`src/rtl/dram_resp_queue_pkg.sv`:
```
// Shared types and defaults for the DRAM response return path.
// Consumers import with: import dram_resp_queue_pkg::*;
package dram_resp_queue_pkg;

    localparam int DRAM_ID_WIDTH   = 8;
    localparam int SCPAD_DATA_W    = 32;
    localparam int DRAM_RESP_DEPTH = 8;
    localparam int DRAM_NUM_TXN    = 4;

    typedef logic [SCPAD_DATA_W-1:0] scpad_data_t;

    typedef struct packed {
        logic                     write;
        logic [DRAM_ID_WIDTH-1:0] id;
        logic [2:0]               sub_id;
        scpad_data_t              rdata;
    } dram_resp_t;

    // target = num_request+1 (1..8) and done both need four bits
    typedef struct packed {
        logic                     busy;
        logic [DRAM_ID_WIDTH-1:0] id;
        logic [3:0]               target;
        logic [3:0]               done;
    } txn_track_t;

endpackage

```
`src/rtl/dram_resp_queue_if.sv`:
```
// Bundle of the scheduler, DRAM-controller and SRAM-write handshakes around dram_resp_queue.
// master = environment side, slave = the queue itself.
interface dram_resp_queue_if;
    import dram_resp_queue_pkg::*;

    logic                     txn_start_valid;
    logic                     txn_start_ready;
    logic [DRAM_ID_WIDTH-1:0] txn_id;
    logic [2:0]               txn_num_request;
    logic                     txn_write;

    logic                     dram_resp_valid;
    logic                     dram_resp_ready;
    logic                     dram_resp_write;
    logic [DRAM_ID_WIDTH-1:0] dram_resp_id;
    logic [2:0]               dram_resp_sub_id;
    scpad_data_t              dram_resp_rdata;

    logic                     sram_wr_valid;
    logic                     sram_wr_ready;
    logic [DRAM_ID_WIDTH-1:0] sram_wr_id;
    logic [2:0]               sram_wr_sub_id;
    scpad_data_t              sram_wr_data;

    logic                     burst_complete;
    logic                     transaction_complete;
    logic [DRAM_ID_WIDTH-1:0] complete_id;
    logic                     err_unalloc;

    modport master (
        output txn_start_valid, txn_id, txn_num_request, txn_write,
        output dram_resp_valid, dram_resp_write, dram_resp_id, dram_resp_sub_id, dram_resp_rdata,
        output sram_wr_ready,
        input  txn_start_ready, dram_resp_ready,
        input  sram_wr_valid, sram_wr_id, sram_wr_sub_id, sram_wr_data,
        input  burst_complete, transaction_complete, complete_id, err_unalloc
    );

    modport slave (
        input  txn_start_valid, txn_id, txn_num_request, txn_write,
        input  dram_resp_valid, dram_resp_write, dram_resp_id, dram_resp_sub_id, dram_resp_rdata,
        input  sram_wr_ready,
        output txn_start_ready, dram_resp_ready,
        output sram_wr_valid, sram_wr_id, sram_wr_sub_id, sram_wr_data,
        output burst_complete, transaction_complete, complete_id, err_unalloc
    );

endinterface

```
`src/rtl/dram_resp_queue_fifo.sv`:
```
// Synchronous FIFO of dram_resp_t entries; registered count drives full/empty.
// Storage is not reset, only pointers and count.
module dram_resp_fifo
    import dram_resp_queue_pkg::*;
#(
    parameter int DEPTH = DRAM_RESP_DEPTH
) (
    input  logic                     clk,
    input  logic                     rst,
    input  logic                     i_push,
    input  dram_resp_t               i_data,
    input  logic                     i_pop,
    output dram_resp_t               o_data,
    output logic                     o_full,
    output logic                     o_empty,
    output logic [$clog2(DEPTH):0]   o_count
);

    localparam int PTR_W = $clog2(DEPTH);

    dram_resp_t        r_mem [DEPTH];
    logic [PTR_W-1:0]  r_wr_ptr;
    logic [PTR_W-1:0]  r_rd_ptr;
    logic [PTR_W:0]    r_count;
    logic              w_do_push;
    logic              w_do_pop;

    assign o_full    = (r_count == (PTR_W+1)'(DEPTH));
    assign o_empty   = (r_count == '0);
    assign o_count   = r_count;
    assign o_data    = r_mem[r_rd_ptr];
    assign w_do_push = i_push && !o_full;
    assign w_do_pop  = i_pop && !o_empty;

    always_ff @(posedge clk) begin
        if (w_do_push) begin
            r_mem[r_wr_ptr] <= i_data;
        end
    end

    // Power-of-two depth lets the pointers wrap by natural overflow
    always_ff @(posedge clk) begin
        if (rst) begin
            r_wr_ptr <= '0;
            r_rd_ptr <= '0;
            r_count  <= '0;
        end else begin
            if (w_do_push) r_wr_ptr <= r_wr_ptr + 1'b1;
            if (w_do_pop)  r_rd_ptr <= r_rd_ptr + 1'b1;
            case ({w_do_push, w_do_pop})
                2'b10:   r_count <= r_count + 1'b1;
                2'b01:   r_count <= r_count - 1'b1;
                default: r_count <= r_count;
            endcase
        end
    end

endmodule

```
`src/rtl/dram_resp_queue.sv`:
```
// DRAM response return path: buffers read data / write acks, drains reads to SRAM, retires transactions.
// Optional macro DRAM_RESP_BYPASS_EN: responses arriving at an empty FIFO are presented in their arrival cycle.
module dram_resp_queue
    import dram_resp_queue_pkg::*;
#(
    parameter int DEPTH   = DRAM_RESP_DEPTH,
    parameter int NUM_TXN = DRAM_NUM_TXN,
    parameter int DATA_W  = $bits(scpad_data_t)
) (
    input logic               clk,
    input logic               rst,
    dram_resp_queue_if.slave  io_bus
);

    localparam int SLOT_W = $clog2(NUM_TXN);
    localparam int CNT_W  = $clog2(DEPTH) + 1;

    dram_resp_t               w_in;
    dram_resp_t               w_head;
    dram_resp_t               w_sel;
    logic                     w_sel_vld;
    logic                     w_full;
    logic                     w_empty;
    logic [CNT_W-1:0]         w_count;
    logic                     w_push;
    logic                     w_pop;
    logic                     w_bypass;
    logic                     w_retire;
    logic                     w_rd_vld;
    logic [DATA_W-1:0]        w_wr_data;
    logic [SLOT_W-1:0]        w_ret_slot;
    logic [SLOT_W-1:0]        w_start_slot;
    logic                     w_ret_hit;
    logic                     w_ret_last;
    logic                     w_start;
    logic                     w_unused;

    txn_track_t               r_trk [NUM_TXN];
    logic                     r_burst;
    logic                     r_cmp;
    logic [DRAM_ID_WIDTH-1:0] r_cmp_id;
    logic                     r_err;

    assign w_in = '{write:  io_bus.dram_resp_write,
                    id:     io_bus.dram_resp_id,
                    sub_id: io_bus.dram_resp_sub_id,
                    rdata:  io_bus.dram_resp_rdata};

`ifdef DRAM_RESP_BYPASS_EN
    // Write acks always retire on arrival; reads only when the SRAM side can take them now
    assign w_bypass  = w_empty && io_bus.dram_resp_valid &&
                       (io_bus.dram_resp_write || io_bus.sram_wr_ready);
    assign w_sel     = w_empty ? w_in : w_head;
    assign w_sel_vld = w_empty ? io_bus.dram_resp_valid : 1'b1;
`else
    assign w_bypass  = 1'b0;
    assign w_sel     = w_head;
    assign w_sel_vld = !w_empty;
`endif

    assign w_push   = io_bus.dram_resp_valid && !w_full && !w_bypass;
    assign w_pop    = !w_empty && (w_head.write || io_bus.sram_wr_ready);
    assign w_retire = w_pop || w_bypass;
    assign w_rd_vld = w_sel_vld && !w_sel.write;

    dram_resp_fifo #(.DEPTH(DEPTH)) u_fifo (
        .clk     (clk),
        .rst     (rst),
        .i_push  (w_push),
        .i_data  (w_in),
        .i_pop   (w_pop),
        .o_data  (w_head),
        .o_full  (w_full),
        .o_empty (w_empty),
        .o_count (w_count)
    );

    // Drained fields are zeroed when no read is presented so idle outputs stay clean
    assign w_wr_data              = w_rd_vld ? w_sel.rdata : '0;
    assign io_bus.dram_resp_ready = !w_full;
    assign io_bus.sram_wr_valid   = w_rd_vld;
    assign io_bus.sram_wr_id      = w_rd_vld ? w_sel.id : '0;
    assign io_bus.sram_wr_sub_id  = w_rd_vld ? w_sel.sub_id : '0;
    assign io_bus.sram_wr_data    = w_wr_data;

    assign w_ret_slot   = w_sel.id[SLOT_W-1:0];
    assign w_start_slot = io_bus.txn_id[SLOT_W-1:0];
    assign w_ret_hit    = r_trk[w_ret_slot].busy && (r_trk[w_ret_slot].id == w_sel.id);
    assign w_ret_last   = (r_trk[w_ret_slot].done + 4'd1) == r_trk[w_ret_slot].target;

    // Readiness comes from registered busy, so a slot freed this cycle still refuses a start
    assign io_bus.txn_start_ready = !r_trk[w_start_slot].busy;
    assign w_start                = io_bus.txn_start_valid && io_bus.txn_start_ready;

    assign io_bus.burst_complete       = r_burst;
    assign io_bus.transaction_complete = r_cmp;
    assign io_bus.complete_id          = r_cmp_id;
    assign io_bus.err_unalloc          = r_err;

    // Transaction kind is implied by the responses themselves; count is observability only
    assign w_unused = ^{io_bus.txn_write, w_count};

    always_ff @(posedge clk) begin
        if (rst) begin
            for (int i = 0; i < NUM_TXN; i++) begin
                r_trk[i] <= '0;
            end
            r_burst  <= 1'b0;
            r_cmp    <= 1'b0;
            r_cmp_id <= '0;
            r_err    <= 1'b0;
        end else begin
            r_burst <= 1'b0;
            r_cmp   <= 1'b0;
            if (w_retire) begin
                if (w_ret_hit) begin
                    r_burst <= 1'b1;
                    if (w_ret_last) begin
                        r_cmp                    <= 1'b1;
                        r_cmp_id                 <= w_sel.id;
                        r_trk[w_ret_slot].busy   <= 1'b0;
                        r_trk[w_ret_slot].done   <= 4'd0;
                    end else begin
                        r_trk[w_ret_slot].done   <= r_trk[w_ret_slot].done + 4'd1;
                    end
                end else begin
                    r_err <= 1'b1;
                end
            end
            // A start only lands on a non-busy slot, which a retire never touches
            if (w_start) begin
                r_trk[w_start_slot] <= '{busy:   1'b1,
                                         id:     io_bus.txn_id,
                                         target: {1'b0, io_bus.txn_num_request} + 4'd1,
                                         done:   4'd0};
            end
        end
    end

endmodule

```
`src/flat_wrapper.sv`:
```
// flat-port wrapper written by rule: the top's interface ports become plain ports
module dram_resp_queue_flat import dram_resp_queue_pkg::*;
#(
    parameter int DEPTH   = DRAM_RESP_DEPTH,
    parameter int NUM_TXN = DRAM_NUM_TXN,
    parameter int DATA_W  = $bits(scpad_data_t)
)
  (clk, rst, io_bus_txn_start_valid, io_bus_txn_id, io_bus_txn_num_request, io_bus_txn_write, io_bus_dram_resp_valid, io_bus_dram_resp_write, io_bus_dram_resp_id, io_bus_dram_resp_sub_id, io_bus_dram_resp_rdata, io_bus_sram_wr_ready, io_bus_txn_start_ready, io_bus_dram_resp_ready, io_bus_sram_wr_valid, io_bus_sram_wr_id, io_bus_sram_wr_sub_id, io_bus_sram_wr_data, io_bus_burst_complete, io_bus_transaction_complete, io_bus_complete_id, io_bus_err_unalloc);
  dram_resp_queue_if io_bus_i ();
  input logic clk;
  input logic rst;
  input wire logic [$bits(io_bus_i.txn_start_valid)-1:0] io_bus_txn_start_valid;
  input wire logic [$bits(io_bus_i.txn_id)-1:0] io_bus_txn_id;
  input wire logic [$bits(io_bus_i.txn_num_request)-1:0] io_bus_txn_num_request;
  input wire logic [$bits(io_bus_i.txn_write)-1:0] io_bus_txn_write;
  input wire logic [$bits(io_bus_i.dram_resp_valid)-1:0] io_bus_dram_resp_valid;
  input wire logic [$bits(io_bus_i.dram_resp_write)-1:0] io_bus_dram_resp_write;
  input wire logic [$bits(io_bus_i.dram_resp_id)-1:0] io_bus_dram_resp_id;
  input wire logic [$bits(io_bus_i.dram_resp_sub_id)-1:0] io_bus_dram_resp_sub_id;
  input wire logic [$bits(io_bus_i.dram_resp_rdata)-1:0] io_bus_dram_resp_rdata;
  input wire logic [$bits(io_bus_i.sram_wr_ready)-1:0] io_bus_sram_wr_ready;
  output wire logic [$bits(io_bus_i.txn_start_ready)-1:0] io_bus_txn_start_ready;
  output wire logic [$bits(io_bus_i.dram_resp_ready)-1:0] io_bus_dram_resp_ready;
  output wire logic [$bits(io_bus_i.sram_wr_valid)-1:0] io_bus_sram_wr_valid;
  output wire logic [$bits(io_bus_i.sram_wr_id)-1:0] io_bus_sram_wr_id;
  output wire logic [$bits(io_bus_i.sram_wr_sub_id)-1:0] io_bus_sram_wr_sub_id;
  output wire logic [$bits(io_bus_i.sram_wr_data)-1:0] io_bus_sram_wr_data;
  output wire logic [$bits(io_bus_i.burst_complete)-1:0] io_bus_burst_complete;
  output wire logic [$bits(io_bus_i.transaction_complete)-1:0] io_bus_transaction_complete;
  output wire logic [$bits(io_bus_i.complete_id)-1:0] io_bus_complete_id;
  output wire logic [$bits(io_bus_i.err_unalloc)-1:0] io_bus_err_unalloc;
  assign io_bus_i.txn_start_valid = io_bus_txn_start_valid;
  assign io_bus_i.txn_id = io_bus_txn_id;
  assign io_bus_i.txn_num_request = io_bus_txn_num_request;
  assign io_bus_i.txn_write = io_bus_txn_write;
  assign io_bus_i.dram_resp_valid = io_bus_dram_resp_valid;
  assign io_bus_i.dram_resp_write = io_bus_dram_resp_write;
  assign io_bus_i.dram_resp_id = io_bus_dram_resp_id;
  assign io_bus_i.dram_resp_sub_id = io_bus_dram_resp_sub_id;
  assign io_bus_i.dram_resp_rdata = io_bus_dram_resp_rdata;
  assign io_bus_i.sram_wr_ready = io_bus_sram_wr_ready;
  assign io_bus_txn_start_ready = io_bus_i.txn_start_ready;
  assign io_bus_dram_resp_ready = io_bus_i.dram_resp_ready;
  assign io_bus_sram_wr_valid = io_bus_i.sram_wr_valid;
  assign io_bus_sram_wr_id = io_bus_i.sram_wr_id;
  assign io_bus_sram_wr_sub_id = io_bus_i.sram_wr_sub_id;
  assign io_bus_sram_wr_data = io_bus_i.sram_wr_data;
  assign io_bus_burst_complete = io_bus_i.burst_complete;
  assign io_bus_transaction_complete = io_bus_i.transaction_complete;
  assign io_bus_complete_id = io_bus_i.complete_id;
  assign io_bus_err_unalloc = io_bus_i.err_unalloc;
  dram_resp_queue #(.DEPTH(DEPTH), .NUM_TXN(NUM_TXN), .DATA_W(DATA_W)) u_core (.clk(clk), .rst(rst), .io_bus(io_bus_i));
endmodule
```
`config.mk`:
```
export PLATFORM = sky130hd
export DESIGN_NAME = dram_resp_queue_flat
export DESIGN_NICKNAME = d
export VERILOG_FILES = /design/src/rtl/dram_resp_queue_pkg.sv /design/src/rtl/dram_resp_queue_if.sv /design/src/rtl/dram_resp_queue_fifo.sv /design/src/rtl/dram_resp_queue.sv /design/src/flat_wrapper.sv
export SDC_FILE = /design/constraint.sdc
export NUM_CORES = 1
export LEC_CHECK = 0
export ABC_AREA = 1
export CORE_MARGIN = 2
export CORE_UTILIZATION = 53
export CTS_CLUSTER_SIZE = 24
export DETAILED_ROUTE_END_ITERATION = 12
export PLACE_DENSITY = 0.75
export SLEW_MARGIN = 20
export SYNTH_ARGS = -nofsm -noshare
export SYNTH_HDL_FRONTEND = slang
export SYNTH_SLANG_ARGS = --single-unit
```
`constraint.sdc`:
```
create_clock -name clk -period 3.1 [get_ports clk]
set_input_delay 0.62 -clock clk [delete_from_list [all_inputs] [get_ports clk]]
set_output_delay 0.62 -clock clk [all_outputs]
set_load 0.02 [all_outputs]
```
==> results.json <==
{
  "status": "finished, final reports clean",
  "hold_viol_final": 0,
  "end_kind": "output pin",
  "grt.met2_usage_pct": 39.8,
  "seq_area_frac_synth_pct": 70.2,
  "whs_ns": 0.458,
  "drv_slew": 0,
  "num-nets-final": 1810,
  "startpoint_type": "flop",
  "clk_pin_slew_ns": 0.06,
  "synthSimpleGateAreaFrac_pct": 15.6,
  "dp_hpwl_mm": 24.9,
  "synth_area_leaders": "edfxtp_1 (65%), nand2_1 (8.4%), dfxtp_1 (4.8%)",
  "syn_avg_cell_area_sq_um": 11.6,
  "tightest_slew_ns": 0.658,
  "hold_path_depth": 1,
  "period_needed_ns": 3.09,
  "synth_top_area_share_pct": 65.4,
  "drc": 0,
  "relSlewSlack_pct": 56.2,
  "ys_warn_count": 0,
  "fmaxAchievable_ghz": 0.324,
  "h-tree-depth": 2,
  "synth_top_family_by_area": "simple AND/OR/NAND/NOR gates",
  "area_delta_synth_final_pct": 21.2,
  "use_met3_pct": 4.11,
  "yosys_register_bits": 444,
  "clkLatencyLatePin_ns": 0.56,
  "skew_ns": 0.0174,
  "grtUsageTotal_pct": 24.0,
  "drive_above_1_share_pct": 12.9,
  "p_leak_uw": 0.00838,
  "place_congestion": 0.864,
  "synth_cells": 1578,
  "rsz0062_at_grt": "yes",
  "pin_count": 118,
  "port_buffers": 116,
  "wl_per_cell_microns": 19.4,
  "finalSetupViolations": 0,
  "overflow": 0,
  "crit_type": "flop to output pin",
  "crit_path_max_fanout": 29,
  "drt_wl_total_mm": 43.3,
  "rr_worst_depth": 20,
  "grt_max_degree": 59,
  "start_util_pct": 53.5,
  "synth.area.mux_share_pct": 0,
  "maxCapViolations": 0,
  "grt_busiest_layer": "met2",
  "p_per_area_nw_per_um2": 877,
  "synth-xor-area-share_pct": 0.0954,
  "power.total_uw": 19500,
  "core-area_sq_um": 34300,
  "netlist_area_sq_um": 18400,
  "grt_pass1_wl_mm": 67.4,
  "vias": 12797,
  "cts_buffers": 46,
  "min_period_over_period_pct": 99.7,
  "use_met1_pct": 32.4,
  "die_x_microns": 190,
  "synth_fa_ha_area_share_pct": 0.586,
  "cp.required_ns": 2.48,
  "cts.sinks": 444,
  "grt_pass1_vias": 12579,
  "tritoncts": "built",
  "first_pass_iters": 5,
  "peakVddDrop_uv": 487,
  "hp-class": "flop to flop",
  "die_h_microns": 190,
  "synth_top_area_cell": "edfxtp_1",
  "std_cell_rows": 68,
  "vias_per_cell": 5.74,
  "synth_compound_area_share_pct": 9.59,
  "cts_root_buffer": "clkbuf_16",
  "drt_iter0_drc": 1248,
  "synth_cell_types": 39,
  "hold_start": "u_core.u_fifo.r_rd_ptr[2]",
  "antenna_left": 0,
  "cts_max_path_buffers": 3,
  "die_area_sq_um": 36100,
  "cts_hold_buf": 0,
  "antenna_found_initial": 2,
  "worstPathArrival_ns": 2.47
}
## through the flow
| stage | cells | setup TNS, ns | util [%] | worst slack (ns) | cell area, sq um |
|---|---|---|---|---|---|
| 5_1_grt | 2230 | -0.790 | 64.9 | -0.0756 | 22200 |
| 6_report | 2230 | 0 | 64.9 | 0.0100 | 22200 |
| 3_3_place_gp | 2139 | 0 | 60.0 | 0.135 | 20600 |
| 4_1_cts | 2225 | -0.00125 | 64.7 | -0.00125 | 22200 |
| 3_5_place_dp | 2139 | 0 | 60.0 | 0.104 | 20600 |
| 2_1_floorplan | 1581 | -32.65 | - | -0.185 | 18400 |
## final timing paths
check                           slack, ns                 endpoint
worst min register to register       0.46                     flop
worst max register to register       0.16      u_core.r_trk[0][16]
worst max-delay path                 0.01  io_bus_sram_wr_data[16]
worst min-delay path                 0.46                     flop
## registers in the layout (all words and copies together) (netlist names), named ones only
register                            flops
u_core.r_trk                           68
u_core.io_bus.complete_id               8
u_core.io_bus.burst_complete            1
u_core.u_fifo.r_wr_ptr                  3
u_core.u_fifo.r_rd_ptr                  3
u_core.io_bus.err_unalloc               1
u_core.u_fifo.r_mem                   352
u_core.u_fifo.o_count                   4
u_core.io_bus.transaction_complete      1
## routing by layer
layer / up-vias / share of wire, %
met5: - / 0.030
met4: 2 / 2.7
met3: 91 / 8.5
met2: 586 / 48
met1: 6174 / 41
li1: 5944 / -
## synthesized netlist by cell type (all sizes together)
cell type and count:
a22o 4, nand2 419, ha 7, clkbuf 61, o221ai 1, o21ai 21, nor3 6, buf 30
o211ai 3, a211oi 36, clkinv 3, nand3 116, dfxtp 44, nand3b 10, nand4 5, o22ai 1
a32o 35, a21oi 139, edfxtp 400, a22oi 35, inv 71, or3 1, fa 1, nor2 125
xnor2 2, or2 1, conb 1
## cell usage in the layout (no fill, tap or decap), types with 6 or more instances in the layout
cell type / instances
nor2_2: 6
clkdlybuf4s15_2: 11
clkinv_1: 12
edfxtp_1: 400
nand2_1: 410
buf_12: 15
ha_1: 6
buf_4: 63
nand3_1: 110
a21oi_1: 139
o21ai_0: 15
clkbuf_2: 13
nand2_2: 8
clkdlybuf4s50_1: 72
a211oi_2: 9
a32o_1: 35
clkinv_2: 6
dlygate4sd2_1: 12
clkbuf_1: 11
a211oi_1: 27
nand3b_1: 10
dfxtp_1: 41
inv_1: 68
nor2_1: 109
a22oi_1: 34
clkbuf_16: 46
nor2_4: 9
## report_power, final
part           switching, uW  internal (uW)
Combinational           4610           2680
Sequential               143           6880
Clock                   2190           3010
## cells by family (layout without fill, tap and decap cells)
logic type,after synthesis,after routing
AO/OA/AOI/OAI,275,275
XOR/XNOR,2,2
adder cells (fa/ha/maj),8,8
buffers and inverters,165,358
flip-flops,444,444
other,1,5
AND/OR/NAND/NOR,683,683
## repair_timing
item	in CTS	in global routing
setup endpoints to repair	44	55
pin swaps	0	1
hold endpoints to repair	0	0
setup buffers	0	4
gates resized for setup	101	61
gates cloned	5	0
## layout make-up
class	count	area, sq um
tap	455	569
multi-input combinational	972	4910
fill	2451	12000
inverter	74	303
clock inverter	23	218
antenna	1	2.50
timing repair buffer	203	2130
sequential	444	12900
clock buffer	58	1210
## critical path, cell delays in order, from the launching register on
cell	delay [ns]
dfxtp_4	0.43
clkinv_8	0.14
o21ai_2	0.15
o22ai_1	0.10
o21ai_2	0.17
nand2_2	0.10
buf_12	0.19
a211oi_1	0.31
clkdlybuf4s15_2	0.32
Note: power is estimated with default switching activity, not from simulation.
